[config.mk]
export PLATFORM = sky130hd
export DESIGN_NAME = seq_divider_hs
export DESIGN_NICKNAME = d
export VERILOG_FILES = /design/src/rtl/seq_divider_hs.sv
export SDC_FILE = /design/constraint.sdc
export NUM_CORES = 1
export LEC_CHECK = 0
export CAP_MARGIN = 5
export CORE_MARGIN = 4
export CORE_UTILIZATION = 45
export CTS_BUF_LIST = sky130_fd_sc_hd__clkbuf_4 sky130_fd_sc_hd__clkbuf_8
export DETAILED_ROUTE_END_ITERATION = 7
export HOLD_SLACK_MARGIN = 0.12
export PLACE_DENSITY = 0.68
export SLEW_MARGIN = 10
export SYNTH_ARGS = -nofsm -noshare
export SYNTH_HDL_FRONTEND = slang
export SYNTH_SLANG_ARGS = --single-unit
[constraint.sdc]
create_clock -name clk -period 3.25 [get_ports clk]
set_input_delay 0.65 -clock clk [delete_from_list [all_inputs] [get_ports clk]]
set_output_delay 0.65 -clock clk [all_outputs]
set_load 0.01 [all_outputs]
[src/rtl/seq_divider_hs.sv]
// Multi-cycle restoring unsigned divider with valid/ready handshakes; STEPS quotient bits per clock.
// Optional DIV_EARLY_TERM_EN adds single-cycle paths for trivial operands (results unchanged).
module seq_divider_hs #(
  parameter int unsigned WIDTH = 32,
  parameter int unsigned STEPS = 1
) (
  input  logic             clk,
  input  logic             rst,
  input  logic             in_valid,
  output logic             in_ready,
  input  logic [WIDTH-1:0] dividend,
  input  logic [WIDTH-1:0] divisor,
  output logic             out_valid,
  input  logic             out_ready,
  output logic [WIDTH-1:0] quotient,
  output logic [WIDTH-1:0] remainder,
  output logic             div_by_zero,
  output logic             busy
);

  localparam int unsigned NCYC = WIDTH / STEPS;
  localparam int unsigned CW   = $clog2(NCYC + 1);

  generate
    if (!((STEPS == 1) || (STEPS == 2) || (STEPS == 4)) || ((WIDTH % STEPS) != 0)) begin : g_bad_cfg
      $error("seq_divider_hs: STEPS must be 1, 2 or 4 and divide WIDTH");
    end
  endgenerate

  typedef enum logic [1:0] {IDLE, CALC, DONE} state_t;

  state_t           state, state_nx;
  logic [CW-1:0]    cnt;
  logic [WIDTH:0]   prem, prem_nx;
  logic [WIDTH-1:0] acc, acc_nx, dsr;
  logic [WIDTH-1:0] q_r, r_r;
  logic             dbz_r;
  logic             accept;
  logic             short_hit, short_dbz;
  logic [WIDTH-1:0] short_q, short_r;

  assign accept      = in_valid && (state == IDLE);
  assign in_ready    = (state == IDLE);
  assign out_valid   = (state == DONE);
  assign busy        = (state != IDLE);
  assign quotient    = q_r;
  assign remainder   = r_r;
  assign div_by_zero = dbz_r;

  // Operands that resolve without iterating go straight to DONE on the accept edge.
  always_comb begin
    short_hit = 1'b0;
    short_dbz = 1'b0;
    short_q   = '0;
    short_r   = '0;
    if (divisor == '0) begin
      short_hit = 1'b1;
      short_dbz = 1'b1;
      short_q   = '1;
      short_r   = dividend;
    end
`ifdef DIV_EARLY_TERM_EN
    else if (dividend < divisor) begin
      short_hit = 1'b1;
      short_r   = dividend;
    end else if (divisor == WIDTH'(1)) begin
      short_hit = 1'b1;
      short_q   = dividend;
    end else if (dividend == divisor) begin
      short_hit = 1'b1;
      short_q   = WIDTH'(1);
    end
`endif
  end

  // acc shifts dividend bits out of the top while quotient bits enter at the bottom.
  always_comb begin
    prem_nx = prem;
    acc_nx  = acc;
    for (int unsigned i = 0; i < STEPS; i++) begin
      prem_nx = {prem_nx[WIDTH-1:0], acc_nx[WIDTH-1]};
      acc_nx  = acc_nx << 1;
      if (prem_nx >= {1'b0, dsr}) begin
        prem_nx   = prem_nx - {1'b0, dsr};
        acc_nx[0] = 1'b1;
      end
    end
  end

  always_comb begin
    state_nx = state;
    case (state)
      IDLE:    if (accept) state_nx = short_hit ? DONE : CALC;
      CALC:    if (cnt == CW'(1)) state_nx = DONE;
      DONE:    if (out_ready) state_nx = IDLE;
      default: state_nx = IDLE;
    endcase
  end

  always_ff @(posedge clk) begin
    if (rst) begin
      state <= IDLE;
      cnt   <= '0;
      prem  <= '0;
      acc   <= '0;
      dsr   <= '0;
      q_r   <= '0;
      r_r   <= '0;
      dbz_r <= 1'b0;
    end else begin
      state <= state_nx;
      case (state)
        IDLE: begin
          if (accept) begin
            prem <= '0;
            acc  <= dividend;
            dsr  <= divisor;
            cnt  <= CW'(NCYC);
            if (short_hit) begin
              q_r   <= short_q;
              r_r   <= short_r;
              dbz_r <= short_dbz;
            end
          end
        end
        CALC: begin
          prem <= prem_nx;
          acc  <= acc_nx;
          cnt  <= cnt - CW'(1);
          if (cnt == CW'(1)) begin
            q_r   <= acc_nx;
            r_r   <= prem_nx[WIDTH-1:0];
            dbz_r <= 1'b0;
          end
        end
        default: ;
      endcase
    end
  end

endmodule
[After elaboration in Yosys (flattened, before gate mapping)]
Index checks and enable logic that the tools add are counted.
Operators by class
  add/subtract/negate cells: 2
  magnitude comparators: 1
  eq/ne operators: 7
  mux-type cells: 28
  reductions and logical operators: 9
Operators by type and width (number)
  $mux W32: 11
  $pmux W32 S2: 4
  $ge A33 B32 Y1: 1
  $logic_not A32 Y1: 1
  $sub A32 B32 Y32: 1
  $pmux W6 S2: 1
  $mux W2: 4
  $eq A6 B1 Y1 const B: 1
  $mux W6: 1
  $ne A2 B1 Y1 const B: 3
  $pmux W2 S3: 1
  $sub A6 B1 Y6 const B: 1
  $mux W1: 5
  $reduce_and A2 Y1: 2
  $reduce_and A4 Y1: 1
  $reduce_bool A2 Y1: 2
  $reduce_and A3 Y1: 1
  $eq A2 B1 Y1 const B: 1
  $eq A2 B2 Y1 const B: 1
  $logic_not A2 Y1: 1
  $ne A2 B2 Y1 const B: 1
  $pmux W1 S2: 1
  $logic_and A1 B1 Y1: 1
Word-level totals
  bits in registers: 169

[Logic depth before layout (Yosys ltp)]
  depth in word-level cells: 5
  gate-level depth with buffers: 13

[Worst setup path after synthesis]
OpenSTA, ideal clock, no wires.
  path type: register -> register
  start point: register acc[31]
  end point: register r_r[30], in the netlist remainder[30]
  data arrival time: 2.598 ns
  required time: 3.122 ns
  setup slack: 0.524 ns
  stages on the path, launching flop included: 14
  clock period less this slack: 2.726 ns
  cell sequence: dfxtp_1 -> inv_1 -> ha_1 -> inv_1 -> fa_1 -> a21o_1 -> a221oi_2 -> or4_4 -> a31oi_4 -> a31oi_2 -> o21ai_2 -> a211oi_1 -> xor2_1 -> a21oi_1
On the way
  longest elaborated chain between the ends: 4
  elaborated cells between the ends (all ways): 5
Ends and longest elaborated chain
  from (decl): line 35  | logic [WIDTH-1:0] acc, acc_nx, dsr;
  from (signal assigned): line 116  | acc <= dividend;
  from (signal assigned): line 128  | acc <= acc_nx;
  $sub A32 B32 Y32 / $ge A33 B32 Y1 (equally long branches): line 84, 83
  $mux W32 *: line 83  | if (prem_nx >= {1'b0, dsr}) begin
  $mux W32 *: line 130  | if (cnt == CW'(1)) begin
  $pmux W32 S2 *: line 112  | case (state)
  to (signal assigned): line 121  | r_r <= short_r;
  to (signal assigned): line 132  | r_r <= prem_nx[WIDTH-1:0];
  to (decl): line 36  | logic [WIDTH-1:0] q_r, r_r;
Mark *: on every way between the ends. The rest lies on a longest branch, timed or not. The select of a mux whose other input is x is not followed.
A chain may end at the register's enable or synchronous reset.

[Final worst setup path]
  start point: register dsr[8]
  end point: register r_r[31], in the netlist remainder[31]
On the way
  longest elaborated chain between the ends: 4
  elaborated cells between the ends (all ways): 5
Ends and longest elaborated chain
  from (decl): line 35
  from (signal assigned): line 117  | dsr <= divisor;
  $sub A32 B32 Y32 / $ge A33 B32 Y1 (equally long branches): line 84, 83
  $mux W32 *: line 83
  $mux W32 *: line 130
  $pmux W32 S2 *: line 112
Marked as above.

==> qor.csv <==
stage;metric;value;unit
status;status;completed;
worst_setup_path;CP required;3600;ps
die;die width;150.0;um
grt;Overall Global Routing Usage;23.77;%
cells_and_area;Fill cells;1891;
synthesis;Seq/Total Area, Yosys;37.31;%
synthesis;Post-synth EDFFs;0;
synthesis;mux cell area share after synthesis;1.780;%
detailed_routing;ANT nets after route;0;
grt;first-pass GRT wire length;42.88;mm
clock_tree;CTS buffer count;17;
die;Boundary Pins;136;
place;Post-Place Cells;1498;
synthesis;Post-synth top cells;dfxtp_1, nor2_1, a21oi_1;
clock_tree;Root Buffer;clkbuf_8;
synthesis;count leader, synth;dfxtp_1;
detailed_routing;drt first pass iters;5;
sta;worst slew pin tran;1180;ps
sta;Final Cycle Share;96.69;%
clock_tree;# H-tree levels;4;
min_path;Hold Path Class;reg -> reg;
detailed_routing;Vias;8733;
pwr;cell leakage power;4.394;nW
synthesis;Distinct cells, synth;72;
cells_and_area;Final Non-Filler Cells;1530;
clock_tree;worst-skew pair later-pin latency;480;ps
clock_tree;hold_buf cts;0;
synthesis;Async SR Flop Fraction;0;%
place;post-DP HPWL;20.20;mm
grt;Overflow after GRT;0;
grt;number of global-route vias before repair;7977;
sta;RSZ-0062 raised after global routing;false;
die;Die H;150.0;um
synthesis;average cell area after synthesis;7.947;um2
synthesis;Post-synth top flop;dfxtp_1;
sta;min cycle time layout;3142;ps
clock_tree;clk sinks;169;
clock_tree;clock buffer depth;2;
die;die area;0.02249;mm2
sta;FMAX;318.2;MHz
grt;largest net degree at the start of global routing;59;
clock_tree;CTS tree;done;
synthesis;area share of the largest cell type after synthesis;37.31;%
detailed_routing;Vias/cell;5.708;
synthesis;Cells after Synth;1141;
worst_setup_path;Worst Path Max Fanout;6;
worst_setup_path;Startpoint Class;register;
pwr;overall power;0.01258;W
synthesis;Seq cells post-synth;169;
sta;Hold Fails Final Rpt;0;
sta;Rel. slew slack;21.02;%
synthesis;Post-Synth XOR/XNOR Area;2.994;%
detailed_routing;Routed WL per cell;17.93;um
pwr;Peak VDD IR;0.0008730;V
synthesis;Synth area leader;dfxtp_1;
worst_setup_path;Reg2Reg Setup Slack;110;ps
die;FP Rows;51;
sta;Hold WS;461.4;ps
sta;Slew Viols, Final;0;
grt;initial antenna violation count;0;
detailed_routing;initial drt markers;669;
synthesis;yosys warns;0;
synthesis;Synth Area in Compound Gates;26.40;%
die;total core area;0.01965;mm2
synthesis;syn nets;1244;
sta;Clock Skew;14.29;ps
job;max cap viols;0;
sta;Setup-failing EPs final;0;
cells_and_area;ratio of cells with drive above 1 in the final layout;11.30;%
synthesis;synth top area cells;dfxtp_1, a21oi_1, nor2_1;
synthesis;Synth Area in Simple Gates;20.59;%
worst_setup_path;CP endpoint kind;register;
worst_setup_path;WS Path Type;reg -> reg;
clock_tree;CTS clk-pin slew, worst paths;110;ps
worst_setup_path;Worst EP arrival;3500;ps
cells_and_area;antenna fix cells;0;
cells_and_area;Finished Core Util;57.49;%
cells_and_area;area delta synth->final;24.60;%
cells_and_area;number of nets in the layout;1355;
die;Starting Density;46.14;%
synthesis;Post-Synth Adder-Cell Area;4.912;%
detailed_routing;Remaining DRCs;0;
pwr;PwrDens;1113;mW/mm2
synthesis;combinational family with the most area after synthesis;compound AO/OA/AOI/OAI gates;
synthesis;mapped cell area;0.009067;mm2
detailed_routing;final WL;27.43;mm
place;Placer Congestion;0.9970;
place;Buffers on Ports;135;
[sequential cells by signal, summed over array words and instances, names as in the netlist]
name,flops
dsr,32
acc,32
state,2
div_by_zero,1
cnt,6
remainder,32
quotient,32
prem,32
[power breakdown]
group	internal, W	leakage (nW)	switching, W
Sequential	0.00241	1.38	0.000302
Clock	0.000611	0.211	0.000946
Combinational	0.00350	2.80	0.00480
[repair_timing]
action	4_1_cts	5_1_grt
setup buffers	0	0
setup endpoints to repair	0	15
gates resized for setup	0	6
[logic make-up after synthesis]
group	Yosys count
multiplexers	16
XOR/XNOR	31
buffers and inverters	136
AND/OR/NAND/NOR	412
AO/OA/AOI/OAI	342
flip-flops	169
adder cells (fa/ha/maj)	35
[metrics by stage]
step,worst slack (ps),TNS (ps),cell area (um2)
after floorplan,523.6,0,9067
after global placement,4.366,0,10850
after detailed placement,-6.196,-6.196,10850
after CTS,43.53,0,11270
after global routing,3.153,0,11300
final,107.5,0,11300
[critical path, stage by stage (launching register included)]
cell	delay (ps)
dfxtp_1	340
inv_1	50
ha_2	400
nand4_2	220
nor3_1	240
o2111ai_2	230
a311oi_1	370
nor2b_1	150
o31ai_1	290
mux2_2	380
a31oi_1	240
a211oi_1	110
[area by class of cell]
cell class	count	area, um2	share of cell area (%)
clock buffers	18	247.7	2.193
clock inverters	14	167.7	1.484
inverters	47	176.4	1.561
multi-input cells	836	5196	45.99
flip-flops and latches	169	3385	29.96
well taps	265	331.6	2.935
repair buffers	181	1794	15.88
[routing by layer]
metal	part of all wire [%]	vias up	GRT usage, %
met5	0	-	0
met4	1.2	0	5.398
met3	7.0	36	3.513
met2	44	306	37.08
met1	47	4111	34.73
li1	-	4280	-
[cell usage in the layout, fill, tap and decap left out, types with 5 or more instances in the layout]
master / count
a211oi_1: 48
a21o_1: 16
a21oi_1: 127
a221oi_1: 10
a22o_1: 5
and2_1: 5
buf_12: 8
buf_4: 39
clkbuf_8: 18
clkdlybuf4s50_1: 134
dfxtp_1: 168
ha_1: 32
inv_1: 47
inv_8: 6
mux2i_1: 15
nand2_1: 123
nand3_1: 8
nand4_1: 6
nor2_1: 141
nor2b_1: 33
nor3_1: 62
nor4_1: 10
o21a_1: 5
o21ai_0: 20
o21ai_1: 18
o21bai_1: 5
o221a_2: 32
xnor2_1: 19
xor2_1: 12
[final timing paths]
path | start | end | cells after the start
setup reg to reg | dsr[8] | remainder[31] | 11
hold / removal | dsr[22] | dsr[22] | 2
hold reg to reg | dsr[22] | dsr[22] | 2
setup / recovery | dsr[8] | remainder[31] | 11
Power figures use the tool's default switching activity.
